**src/rtl/vram_arbiter.sv**
```systemverilog
// Arbitrates the external VRAM bus between asynchronous MPU strobes and synchronous GPU reads.
// GPU wins during active display, MPU wins during blanking, and a wait counter bounds MPU starvation.
module vram_arbiter #(
    parameter int ADDR_WIDTH    = 16,
    parameter int DATA_WIDTH    = 16,
    parameter int ACCESS_CYCLES = 2,
    parameter int MAX_MPU_WAIT  = 16
) (
    input  logic                  clk,
    input  logic                  _reset,
    input  logic                  hblank,
    input  logic                  vblank,
    input  logic                  _mpu_en,
    input  logic                  _mpu_rd,
    input  logic                  _mpu_wr,
    input  logic [1:0]            _mpu_be,
    input  logic [ADDR_WIDTH-1:0] mpu_addr,
    input  logic [DATA_WIDTH-1:0] mpu_wdata,
    output logic [DATA_WIDTH-1:0] mpu_rdata,
    output logic                  mpu_busy,
    output logic                  mpu_overrun,
    input  logic                  gpu_req,
    input  logic [ADDR_WIDTH-1:0] gpu_addr,
    output logic                  gpu_ack,
    output logic [DATA_WIDTH-1:0] gpu_rdata,
    output logic                  _vram_en,
    output logic                  _vram_rd,
    output logic                  _vram_wr,
    output logic [1:0]            _vram_be,
    output logic [ADDR_WIDTH-1:0] vram_addr,
    output logic [DATA_WIDTH-1:0] vram_wdata,
    output logic                  vram_wdata_oe,
    input  logic [DATA_WIDTH-1:0] vram_rdata
);

    localparam int CNT_W  = (ACCESS_CYCLES > 1) ? $clog2(ACCESS_CYCLES) : 1;
    localparam int WAIT_W = $clog2(MAX_MPU_WAIT + 1);

    localparam logic [CNT_W-1:0]  CNT_LAST = CNT_W'(ACCESS_CYCLES - 1);
    localparam logic [WAIT_W-1:0] WAIT_MAX = WAIT_W'(MAX_MPU_WAIT);

    typedef enum logic [1:0] {
        ST_IDLE    = 2'd0,
        ST_GPU_ACC = 2'd1,
        ST_MPU_ACC = 2'd2
    } state_t;

    state_t                state_q, state_d;
    logic [CNT_W-1:0]      cnt_q, cnt_d;

    // Synchronizer for the asynchronous enable, plus one stage of history for edge detection
    logic                  en_sync1_q, en_sync1_d;
    logic                  en_sync2_q, en_sync2_d;
    logic                  en_prev_q, en_prev_d;

    logic                  busy_q, busy_d;
    logic                  overrun_q, overrun_d;
    logic [WAIT_W-1:0]     wait_q, wait_d;

    // Pending MPU request, latched on the synchronized enable edge
    logic                  req_write_q, req_write_d;
    logic [ADDR_WIDTH-1:0] req_addr_q, req_addr_d;
    logic [DATA_WIDTH-1:0] req_wdata_q, req_wdata_d;
    logic [1:0]            req_be_q, req_be_d;

    // Access currently on the bus, latched at grant
    logic                  acc_write_q, acc_write_d;
    logic [ADDR_WIDTH-1:0] vram_addr_q, vram_addr_d;
    logic [DATA_WIDTH-1:0] vram_wdata_q, vram_wdata_d;
    logic [1:0]            vram_be_q, vram_be_d;

    logic [DATA_WIDTH-1:0] mpu_rdata_q, mpu_rdata_d;
    logic [DATA_WIDTH-1:0] gpu_rdata_q, gpu_rdata_d;
    logic                  gpu_ack_q, gpu_ack_d;

    logic                  en_rise;
    logic                  mpu_strobe;
    logic                  last_acc;
    logic                  mpu_wins;

    always_comb begin
        state_d      = state_q;
        cnt_d        = cnt_q;
        en_sync1_d   = ~_mpu_en;
        en_sync2_d   = en_sync1_q;
        en_prev_d    = en_sync2_q;
        busy_d       = busy_q;
        overrun_d    = overrun_q;
        wait_d       = wait_q;
        req_write_d  = req_write_q;
        req_addr_d   = req_addr_q;
        req_wdata_d  = req_wdata_q;
        req_be_d     = req_be_q;
        acc_write_d  = acc_write_q;
        vram_addr_d  = vram_addr_q;
        vram_wdata_d = vram_wdata_q;
        vram_be_d    = vram_be_q;
        mpu_rdata_d  = mpu_rdata_q;
        gpu_rdata_d  = gpu_rdata_q;
        gpu_ack_d    = 1'b0;

        en_rise    = en_sync2_q & ~en_prev_q;
        mpu_strobe = ~_mpu_rd | ~_mpu_wr;
        last_acc   = (cnt_q == CNT_LAST);
        mpu_wins   = busy_q & (hblank | vblank | (wait_q >= WAIT_MAX) | ~gpu_req);

        if (busy_q && (state_q != ST_MPU_ACC) && (wait_q < WAIT_MAX)) begin
            wait_d = wait_q + 1'b1;
        end

        case (state_q)
            ST_IDLE: begin
                if (mpu_wins) begin
                    state_d      = ST_MPU_ACC;
                    cnt_d        = '0;
                    acc_write_d  = req_write_q;
                    vram_addr_d  = req_addr_q;
                    vram_wdata_d = req_wdata_q;
                    vram_be_d    = req_be_q;
                end else if (gpu_req) begin
                    state_d     = ST_GPU_ACC;
                    cnt_d       = '0;
                    acc_write_d = 1'b0;
                    vram_addr_d = gpu_addr;
                    vram_be_d   = 2'b00;
                end
            end
            ST_GPU_ACC: begin
                if (last_acc) begin
                    state_d     = ST_IDLE;
                    gpu_ack_d   = 1'b1;
                    gpu_rdata_d = vram_rdata;
                end else begin
                    cnt_d = cnt_q + 1'b1;
                end
            end
            ST_MPU_ACC: begin
                if (last_acc) begin
                    state_d = ST_IDLE;
                    busy_d  = 1'b0;
                    if (!acc_write_q) begin
                        mpu_rdata_d = vram_rdata;
                    end
                end else begin
                    cnt_d = cnt_q + 1'b1;
                end
            end
            default: state_d = ST_IDLE;
        endcase

        // A new edge while the previous request is still outstanding is dropped
        if (en_rise && mpu_strobe) begin
            if (busy_q) begin
                overrun_d = 1'b1;
            end else begin
                busy_d      = 1'b1;
                wait_d      = '0;
                req_write_d = ~_mpu_wr;
                req_addr_d  = mpu_addr;
                req_wdata_d = mpu_wdata;
                req_be_d    = _mpu_be;
            end
        end
    end

    always_ff @(posedge clk or negedge _reset) begin
        if (!_reset) begin
            state_q      <= ST_IDLE;
            cnt_q        <= '0;
            en_sync1_q   <= 1'b0;
            en_sync2_q   <= 1'b0;
            en_prev_q    <= 1'b0;
            busy_q       <= 1'b0;
            overrun_q    <= 1'b0;
            wait_q       <= '0;
            req_write_q  <= 1'b0;
            req_addr_q   <= '0;
            req_wdata_q  <= '0;
            req_be_q     <= 2'b11;
            acc_write_q  <= 1'b0;
            vram_addr_q  <= '0;
            vram_wdata_q <= '0;
            vram_be_q    <= 2'b11;
            mpu_rdata_q  <= '0;
            gpu_rdata_q  <= '0;
            gpu_ack_q    <= 1'b0;
        end else begin
            state_q      <= state_d;
            cnt_q        <= cnt_d;
            en_sync1_q   <= en_sync1_d;
            en_sync2_q   <= en_sync2_d;
            en_prev_q    <= en_prev_d;
            busy_q       <= busy_d;
            overrun_q    <= overrun_d;
            wait_q       <= wait_d;
            req_write_q  <= req_write_d;
            req_addr_q   <= req_addr_d;
            req_wdata_q  <= req_wdata_d;
            req_be_q     <= req_be_d;
            acc_write_q  <= acc_write_d;
            vram_addr_q  <= vram_addr_d;
            vram_wdata_q <= vram_wdata_d;
            vram_be_q    <= vram_be_d;
            mpu_rdata_q  <= mpu_rdata_d;
            gpu_rdata_q  <= gpu_rdata_d;
            gpu_ack_q    <= gpu_ack_d;
        end
    end

    // Strobes decode straight from the state register so reset releases the bus immediately
    always_comb begin
        _vram_en      = 1'b1;
        _vram_rd      = 1'b1;
        _vram_wr      = 1'b1;
        _vram_be      = 2'b11;
        vram_wdata_oe = 1'b0;
        case (state_q)
            ST_GPU_ACC: begin
                _vram_en = 1'b0;
                _vram_rd = 1'b0;
                _vram_be = vram_be_q;
            end
            ST_MPU_ACC: begin
                _vram_en = 1'b0;
                _vram_be = vram_be_q;
                if (acc_write_q) begin
                    _vram_wr      = 1'b0;
                    vram_wdata_oe = 1'b1;
                end else begin
                    _vram_rd = 1'b0;
                end
            end
            default: ;
        endcase
    end

    assign vram_addr   = vram_addr_q;
    assign vram_wdata  = vram_wdata_q;
    assign mpu_rdata   = mpu_rdata_q;
    assign mpu_busy    = busy_q;
    assign mpu_overrun = overrun_q;
    assign gpu_ack     = gpu_ack_q;
    assign gpu_rdata   = gpu_rdata_q;

endmodule

```
**config.mk**
```make
export PLATFORM = sky130hd
export DESIGN_NAME = vram_arbiter
export DESIGN_NICKNAME = d
export VERILOG_FILES = /design/src/rtl/vram_arbiter.sv
export SDC_FILE = /design/constraint.sdc
export NUM_CORES = 1
export LEC_CHECK = 0
export BUFFER_PORTS_ARGS = -buffer_cell sky130_fd_sc_hd__buf_2
export CORE_MARGIN = 1
export CORE_UTILIZATION = 30
export DETAILED_ROUTE_END_ITERATION = 7
export GPL_TIMING_DRIVEN = 1
export PLACE_DENSITY_LB_ADDON = 0.12
export SYNTH_ARGS = -nofsm -noshare
export SYNTH_HDL_FRONTEND = slang
export SYNTH_SLANG_ARGS = --single-unit
export TNS_END_PERCENT = 20
```
**constraint.sdc**
```tcl
create_clock -name clk -period 2.15 [get_ports clk]
set_input_delay 0 -clock clk [delete_from_list [all_inputs] [get_ports clk]]
set_output_delay 0 -clock clk [all_outputs]
set_load 0.01 [all_outputs]
```
# Word level (Yosys, flattened, before mapping)
# Cells that the tools add are included.
# W data, S select, Z words.
# word_totals
register_bits	116
input_bits	74
out_inout_bits	73
wordCells	85
# classes
addsub	2
n_lt_le_gt_ge	2
eq_ne	5
mux	29
n_bitwise	13
reduce_logical	15
# op_table
op	count
$mux W16	2
$mux W1	15
$mux W5	3
$reduce_and A2 Y1	7
$mux W2	6
$not A1 Y1	7
$add A5 B1 Y5 const B	1
$ge A5 B5 Y1 const B	1
$lt A5 B5 Y1 const B	1
$or A1 B1 Y1	4
$pmux W1 S2	2
$pmux W2 S2	1
$reduce_bool A2 Y1	2
$logic_and A1 B1 Y1	3
$ne A3 B3 Y1 const B	1
$reduce_and A3 Y1	1
$and A1 B1 Y1	2
$eq A2 B1 Y1 const B	1
$eq A2 B2 Y1 const B	1
$logic_not A2 Y1	1
$ne A2 B1 Y1 const B	1
$ne A2 B2 Y1 const B	1
$reduce_or A2 Y1	1
$add A1 B1 Y1 const B	1

# Longest topological paths before layout
# Gate-level depths: netlist of run 1.
# depth
word_depth	6
depth_mapped	7
depth_no_buf	5

# Worst setup path after synthesis of run 1
# OpenSTA, ideal clock, no wires.
# synth_timing
kind	reg2reg
start	register wait_q[4]
end	register vram_wdata_q[10] (netlist: vram_wdata[10])
setup_ns	0.125
arrival_time_ns	1.612
required_time_ns	2.025
path_slack_ns	0.414
path_stages_with_launch	6
path_buffers	2
period_less_slack_ns	1.736
cell_sequence	dfrtp_1 > or4b_1 > buf_2 > nand3_2 > buf_6 > mux2_2
# synth_between
elab_chain_cells	5
# synth_lines
item	line_no	source
start: declaration	58	logic [WAIT_W-1:0] wait_q, wait_d;
start signal: assignment	195	wait_q <= wait_d;
$ge A5 B5 Y1	105	mpu_wins = busy_q & (hblank | vblank | (wait_q >= WAIT_MAX) | ~gpu_req);
$or A1 B1 Y1 (2 in series)	105	
$and A1 B1 Y1	105	
$reduce_and A2 Y1 (no source line)	-	
end signal: assignment	202	vram_wdata_q <= vram_wdata_d;
end: declaration	69	logic [DATA_WIDTH-1:0] vram_wdata_q, vram_wdata_d;
# No other way between the ends.
# A chain may end at the register's enable or synchronous reset.

# Worst setup path after layout of run 1
# layout_timing
start	register state_q[0]
end	register wait_q[3]
# layout_between
elab_chain_cells	6
# layout_lines
item	line_no	source
start: declaration	48	state_t state_q, state_d;
start signal: assignment	188	state_q <= state_d;
$ne A2 B2 Y1 (*)	107	if (busy_q && (state_q != ST_MPU_ACC) && (wait_q < WAIT_MAX)) begin
$logic_and A1 B1 Y1 (*) (2 in series)	107	
$mux W5 (*)	107	
$mux W5	153	if (busy_q) begin
$mux W5 (*)	152	if (en_rise && mpu_strobe) begin
via wait_d[3]	58	
# Mark *: on every way through the listed nets, which the timed path passes. The rest lies on a longest branch.

==> results.py, run 1 <==
metrics = {
    "sta": {
        "post-route-min-period_ns": 1.87,
        "finalSetupTns_ns": 0,
        "fin_skew_ns": 0.00611,
        "finalMaxSlewViolations": 0,
        "maxSlewHeadroom": 0.636,
        "setup_violations": 0,
        "rsz0062_at_grt": "no",
        "fin_crit_sh": 0.871,
        "hold_viol": 0,
        "max_freq_mhz": 534,
        "setup_ws_ns": 0.277,
        "hold_ws_ns": 0.0386,
        "worst_slew_pin_slew_ns": 0.542,
    },
    "critical_path": {
        "slowest_stage": "or3b_2",
        "reg2reg_from": "state_q[0]",
        "path_buf_inv": 1,
        "crit_path_max_incr_delay_ns": 0.54,
        "setup.worst_path.start_class": "register",
        "required_ns": 2.47,
        "worst-setup-path-type": "reg -> reg",
        "crit_path_start": "state_q[0]",
        "crit_arrival_ns": 2.19,
        "path_delay_family": "simple AND/OR/NAND/NOR gates",
        "end_kind": "register",
        "crit_chain": "inv_1 > ha_1 > or3b_2 > or3_1 > a21oi_1",
        "path_max_fanout": 6,
    },
    "logic_synthesis": {
        "synth.distinct_cells": 35,
        "syn_area_per_cell_um2": 13.8,
        "synthCells": 342,
        "netlist.area_leader.share": 0.596,
        "synth-seq-area-share": 0.618,
        "synth_area_um2": 4710,
        "synth_warnings": 0,
        "syn_nets": 420,
        "synth_area_leaders": "dfrtp_1 (60%), mux2_2 (19%), nand2_1 (3.4%), o211ai_2 (2.7%), dfstp_2 (2.2%)",
        "yosys_register_bits": 116,
        "synth_top_area_cell": "dfrtp_1",
    },
    "global_route": {
        "gr-usage-met2": 0.271,
        "top_usage_layer": "met2",
        "grt_pass1_wl_mm": 19.0,
        "grtUsageMet1": 0.178,
        "grt_max_degree": 81,
        "grt_overflow_total": 0,
        "antenna_found_initial": 1,
        "met3_usage": 0.0465,
        "grt_pass1_vias": 3806,
        "gr-usage-all-layers": 0.154,
    },
    "job": {
        "maxCapViolations": 0,
    },
    "cts": {
        "cts_max_level": 4,
        "root_buffer": "clkbuf_16",
        "cts_hold_buf": 70,
        "clk_path_buf_depth": 2,
        "insertion_delay_ns": 0.40,
        "cts_setup_buffers": 0,
        "numCtsBuffers": 17,
        "clock_sinks": 116,
        "cts_resized": 0,
        "path_clk_slew_ns": 0.05,
        "cts_tree": "yes",
    },
    "final_layout": {
        "area_delta_synth_final_pct": 48.9,
        "seqCellArea_um2": 2910,
        "finalNetCount": 650,
        "fillers": 1421,
        "diodes": 0,
        "drive_above_1_share": 0.489,
        "multiInputGateArea_um2": 1680,
    },
    "power_and_ir_drop": {
        "peakVddDrop_mv": 0.782,
        "p_leak_nw": 3.26,
        "finalPower_mw": 10.3,
        "power_density_nw_per_um2": 1470,
    },
    "placement": {
        "port_buffers": 146,
        "dp_hpwl_mm": 7.83,
        "dp_slack_ns": 0.298,
        "gp_congestion": 0.718,
    },
    "drt": {
        "totalWireLength_mm": 11.5,
        "vias_per_cell": 4.37,
        "antenna_left": 0,
        "vias": 3470,
        "drc": 0,
        "wire_per_inst_um": 14.5,
        "drt-initial-drc-count": 74,
        "first_pass_iters": 4,
    },
    "floorplan": {
        "ios": 147,
        "row_count": 45,
        "fp.dieW_um": 127,
        "coreArea_um2": 15300,
        "initial_core_util": 0.308,
        "fp.dieH_um": 127,
        "dieArea_um2": 16200,
    },
    "worst_hold_path": {
        "min_path_type": "in -> reg",
        "worst_hold_startpoint": "gpu_req",
    },
    "outcome": {
        "status": "complete, no violations",
    },
}
## worst min-delay path, cell delays in order
cell	delay [ns]
buf_2	0.11
or3b_2	0.13
a21oi_1	0.06
a21oi_1	0.10
## cell usage in the layout, fill, tap and decap left out, types with 2 or more instances in the layout
master / count
dlygate4sd3_1: 70
clkbuf_1: 5
dfrtp_1: 112
a21o_1: 2
o211ai_1: 6
buf_2: 145
clkbuf_16: 17
clkbuf_8: 3
nand2b_1: 4
mux2_2: 80
buf_12: 2
nand3_1: 2
nor2_1: 3
nand4_1: 16
o211ai_2: 10
buf_4: 13
inv_1: 8
dfstp_2: 4
bufinv_16: 2
a21oi_1: 5
nand2_1: 43
a32o_1: 2
clkinv_2: 3
mux2_1: 2
o21ai_0: 3
ha_1: 4
mux2i_1: 3
or3b_2: 2
## Yosys cell counts (all sizes together)
master,count
dfrtp,112
nor2,3
or3b,2
nand4,16
clkbuf,8
nand3,3
a211oi,1
dfstp,4
mux2,82
nand2b,4
or4b,1
or2,1
mux2i,3
buf,11
a32o,2
ha,4
o211ai,16
nor4bb,1
o22ai,1
and2,1
o21ai,4
o21a,1
a31oi,1
inv,8
a21oi,5
or3,1
nand2,43
xnor2,1
a21o,2
## stage by stage
| step | instances | cell area (µm²) | util |
|---|---|---|---|
| 5_1_grt | 794 | 7010 | 0.459 |
| 6_report | 794 | 7010 | 0.459 |
| 4_1_cts | 794 | 7010 | 0.459 |
| 3_3_place_gp | 694 | 5740 | 0.376 |
| 2_1_floorplan | 342 | 4710 | - |
| 3_5_place_dp | 694 | 5740 | 0.376 |
## sequential cells by signal, indices dropped and copies added, names as in the netlist, 2 cells and up
signal       flops
wait_q           5
gpu_rdata       16
req_addr_q      16
req_wdata_q     16
req_be_q         2
vram_wdata      16
state_q          2
mpu_rdata       16
vram_addr       16
vram_be_q        2
## per-layer routing
layer  wire length [µm]  vias to the layer above
li1                   -                     1665
met1               5010                     1713
met2               5940                       82
met3                458                        8
met4                105                        2
met5                  9                        -
## report_power, final
| part | leakage (nW) | internal [mW] | switching (mW) |
|---|---|---|---|
| clock | 0.277 | 1.78 | 0.898 |
| combinational | 1.61 | 1.93 | 1.83 |
| sequential | 1.37 | 3.29 | 0.593 |
## path summary, 6_finish.rpt
| kind | end | slack [ns] | cells after the start |
|---|---|---|---|
| min reg2reg | en_prev_d | 0.35 | 0 |
| max reg2reg | wait_q[3] | 0.28 | 5 |
| max in group asynchronous | req_be_q[0] | 1.29 | 3 |
| min | cnt_q | 0.04 | 4 |
| max | wait_q[3] | 0.28 | 5 |
| min in group asynchronous | cnt_q | 0.08 | 2 |
## cell families (layout without fill, tap and decap cells)
family          after synthesis  in the layout  share of synthesized area
flops                       116            116                      0.618
mux                          85             85                      0.203
simple gates                 76             76                     0.0800
compound gates               33             33                     0.0590
buf+inv                      27            268                     0.0279
fa+ha+maj                     4              4                     0.0106
xor+xnor                      1              1                    0.00186
## layout make-up
class	count	area share
Clock buffer	25	0.0693
Sequential cell	116	0.415
Inverter	8	0.00429
Tap cell	211	0.0377
Clock inverter	5	0.0107
Multi-Input combinational cell	199	0.240
Timing Repair Buffer	230	0.223
Power figures use the tool's default switching activity.
==> inputs of run 2 (changes only) <==
==> constraint.sdc (replaced) <==
create_clock -name clk -period 1.7 [get_ports clk]
set_input_delay 0 -clock clk [delete_from_list [all_inputs] [get_ports clk]]
set_output_delay 0 -clock clk [all_outputs]
set_load 0.01 [all_outputs]
==> results.py, run 2 (synthesis gave the netlist of run 1 again) <==
metrics = {
    "outcome": {
        "status": "complete, no violations",
    },
    "drt": {
        "totalWireLength_mm": 11.8,
        "first_pass_iters": 4,
        "wire_per_inst_um": 14.8,
        "vias": 3538,
        "antenna_left": 0,
        "vias_per_cell": 4.42,
        "drt-initial-drc-count": 75,
        "drc": 0,
    },
    "sta": {
        "worst_slew_pin_slew_ns": 0.619,
        "hold_viol": 0,
        "max_freq_mhz": 608,
        "maxSlewHeadroom": 0.586,
        "setup_violations": 0,
        "fin_skew_ns": 0.00952,
        "fin_crit_sh": 0.968,
        "rsz0062_at_grt": "yes",
        "finalMaxSlewViolations": 0,
        "post-route-min-period_ns": 1.65,
    },
    "critical_path": {
        "end_kind": "register",
        "path_max_fanout": 16,
        "crit_path_max_incr_delay_ns": 0.53,
        "slowest_stage": "or4b_4",
        "setup.worst_path.start_class": "register",
        "crit_chain": "or4b_4 > nand3_4 > mux2_2",
        "path_delay_family": "simple AND/OR/NAND/NOR gates",
        "path_buf_inv": 0,
        "required_ns": 1.99,
        "worst-setup-path-type": "reg -> reg",
        "crit_arrival_ns": 1.94,
    },
    "floorplan": {
        "ios": 147,
        "row_count": 45,
        "fp.dieH_um": 127,
        "coreArea_um2": 15300,
        "dieArea_um2": 16200,
        "initial_core_util": 0.308,
        "fp.dieW_um": 127,
    },
    "placement": {
        "placed_cell_area_um2": 5840,
        "port_buffers": 146,
        "dp_hpwl_mm": 7.53,
        "gp_congestion": 0.720,
    },
    "final_layout": {
        "final_cell_mix": "buf_2 (145), dfrtp_1 (112), mux2_2 (77)",
        "final_common_cell": "buf_2",
        "seqCellArea_um2": 2910,
        "area_delta_synth_final_pct": 54.1,
        "final_area_um2": 7250,
        "fillers": 1407,
        "finish.utilization": 0.475,
        "multiInputGateArea_um2": 1720,
        "finalNetCount": 654,
        "diodes": 0,
        "drive_above_1_share": 0.504,
    },
    "power_and_ir_drop": {
        "p_switching_mw": 4.37,
        "peakVddDrop_mv": 0.937,
        "power_density_nw_per_um2": 1920,
        "finalPower_mw": 13.9,
        "power_frac_seq": 0.348,
        "swShare": 0.313,
        "combinationalPowerShare": 0.366,
        "p_int_mw": 9.58,
        "p_leak_nw": 3.37,
        "clockPowerShare": 0.286,
    },
    "global_route": {
        "grt_pass1_wl_mm": 19.3,
        "grt_overflow_total": 0,
        "gr-usage-all-layers": 0.159,
        "antenna_found_initial": 0,
        "grt_max_degree": 78,
        "grt_pass1_vias": 3849,
    },
    "cts": {
        "cts_tree": "yes",
        "path_clk_slew_ns": 0.06,
        "clk_path_buf_depth": 2,
        "root_buffer": "clkbuf_16",
        "cts_max_level": 4,
        "numCtsBuffers": 17,
        "cts_setup_buffers": 0,
        "insertion_delay_ns": 0.41,
        "clock_sinks": 116,
    },
    "worst_hold_path": {
        "min_path_type": "in -> async",
    },
    "job": {
        "maxCapViolations": 0,
    },
}
run 2: timing repair:
action	CTS	global route
endpoints found under the setup margin	16	20
hold buffers	72	0
pin swaps	1	1
gates resized for setup	1	7
endpoints found under the hold margin	199	0
run 2: power groups by stage:
stage | clock network, mW | registers, mW | logic (mW)
floorplan | 0 | 5.15 | 2.77
global placement | 0 | 4.86 | 4.90
detailed placement | 0 | 4.90 | 4.98
CTS | 4.10 | 4.88 | 5.12
global route | 4.24 | 5.05 | 5.59
finish | 3.99 | 4.86 | 5.10
run 2: area by class of cell:
class	count	share of cell area
inverter	8	0.00414
sequential	116	0.401
clock buffer	23	0.0673
tap	211	0.0364
multi-input combinational	199	0.237
clock inverter	9	0.0238
timing repair buffer	234	0.230
run 2: routing by layer:
metal / track usage / part of all wire
met5: 0 / 0
met4: 0.0567 / 0.0084
met3: 0.0528 / 0.044
met2: 0.266 / 0.51
met1: 0.191 / 0.44
run 2: final timing paths:
check | start | to | slack, ns | cells past startpoint
max | wait_q[4] | vram_wdata[4] | 0.05 | 3
min | _reset | req_addr_q[6] | 0.18 | 3
max reg2reg | wait_q[4] | vram_wdata[4] | 0.05 | 3
min reg2reg | en_sync1_q | en_prev_d | 0.35 | 0
max in group asynchronous | _reset | req_addr_q[13] | 0.57 | 3
min in group clk | vblank | vram_addr[4] | 0.18 | 5
run 2: tightest hold or removal path: stages:
cell and delay, ns:
dlygate4sd3_1 0.52, buf_4 0.14, buf_4 0.33
run 2: metrics by stage:
stage / TNS, ns / std cells / setup WS [ns] / hold slack [ns]
after global placement: -0.147 / 696 / -0.0139 / -0.123
after global routing: -0.0697 / 800 / -0.0389 / 0.182
after CTS: 0 / 800 / 0.0176 / 0.149
after floorplan: -0.515 / 342 / -0.0234 / -0.296
final: 0 / 800 / 0.0546 / 0.175
after detailed placement: -0.634 / 696 / -0.0509 / -0.124
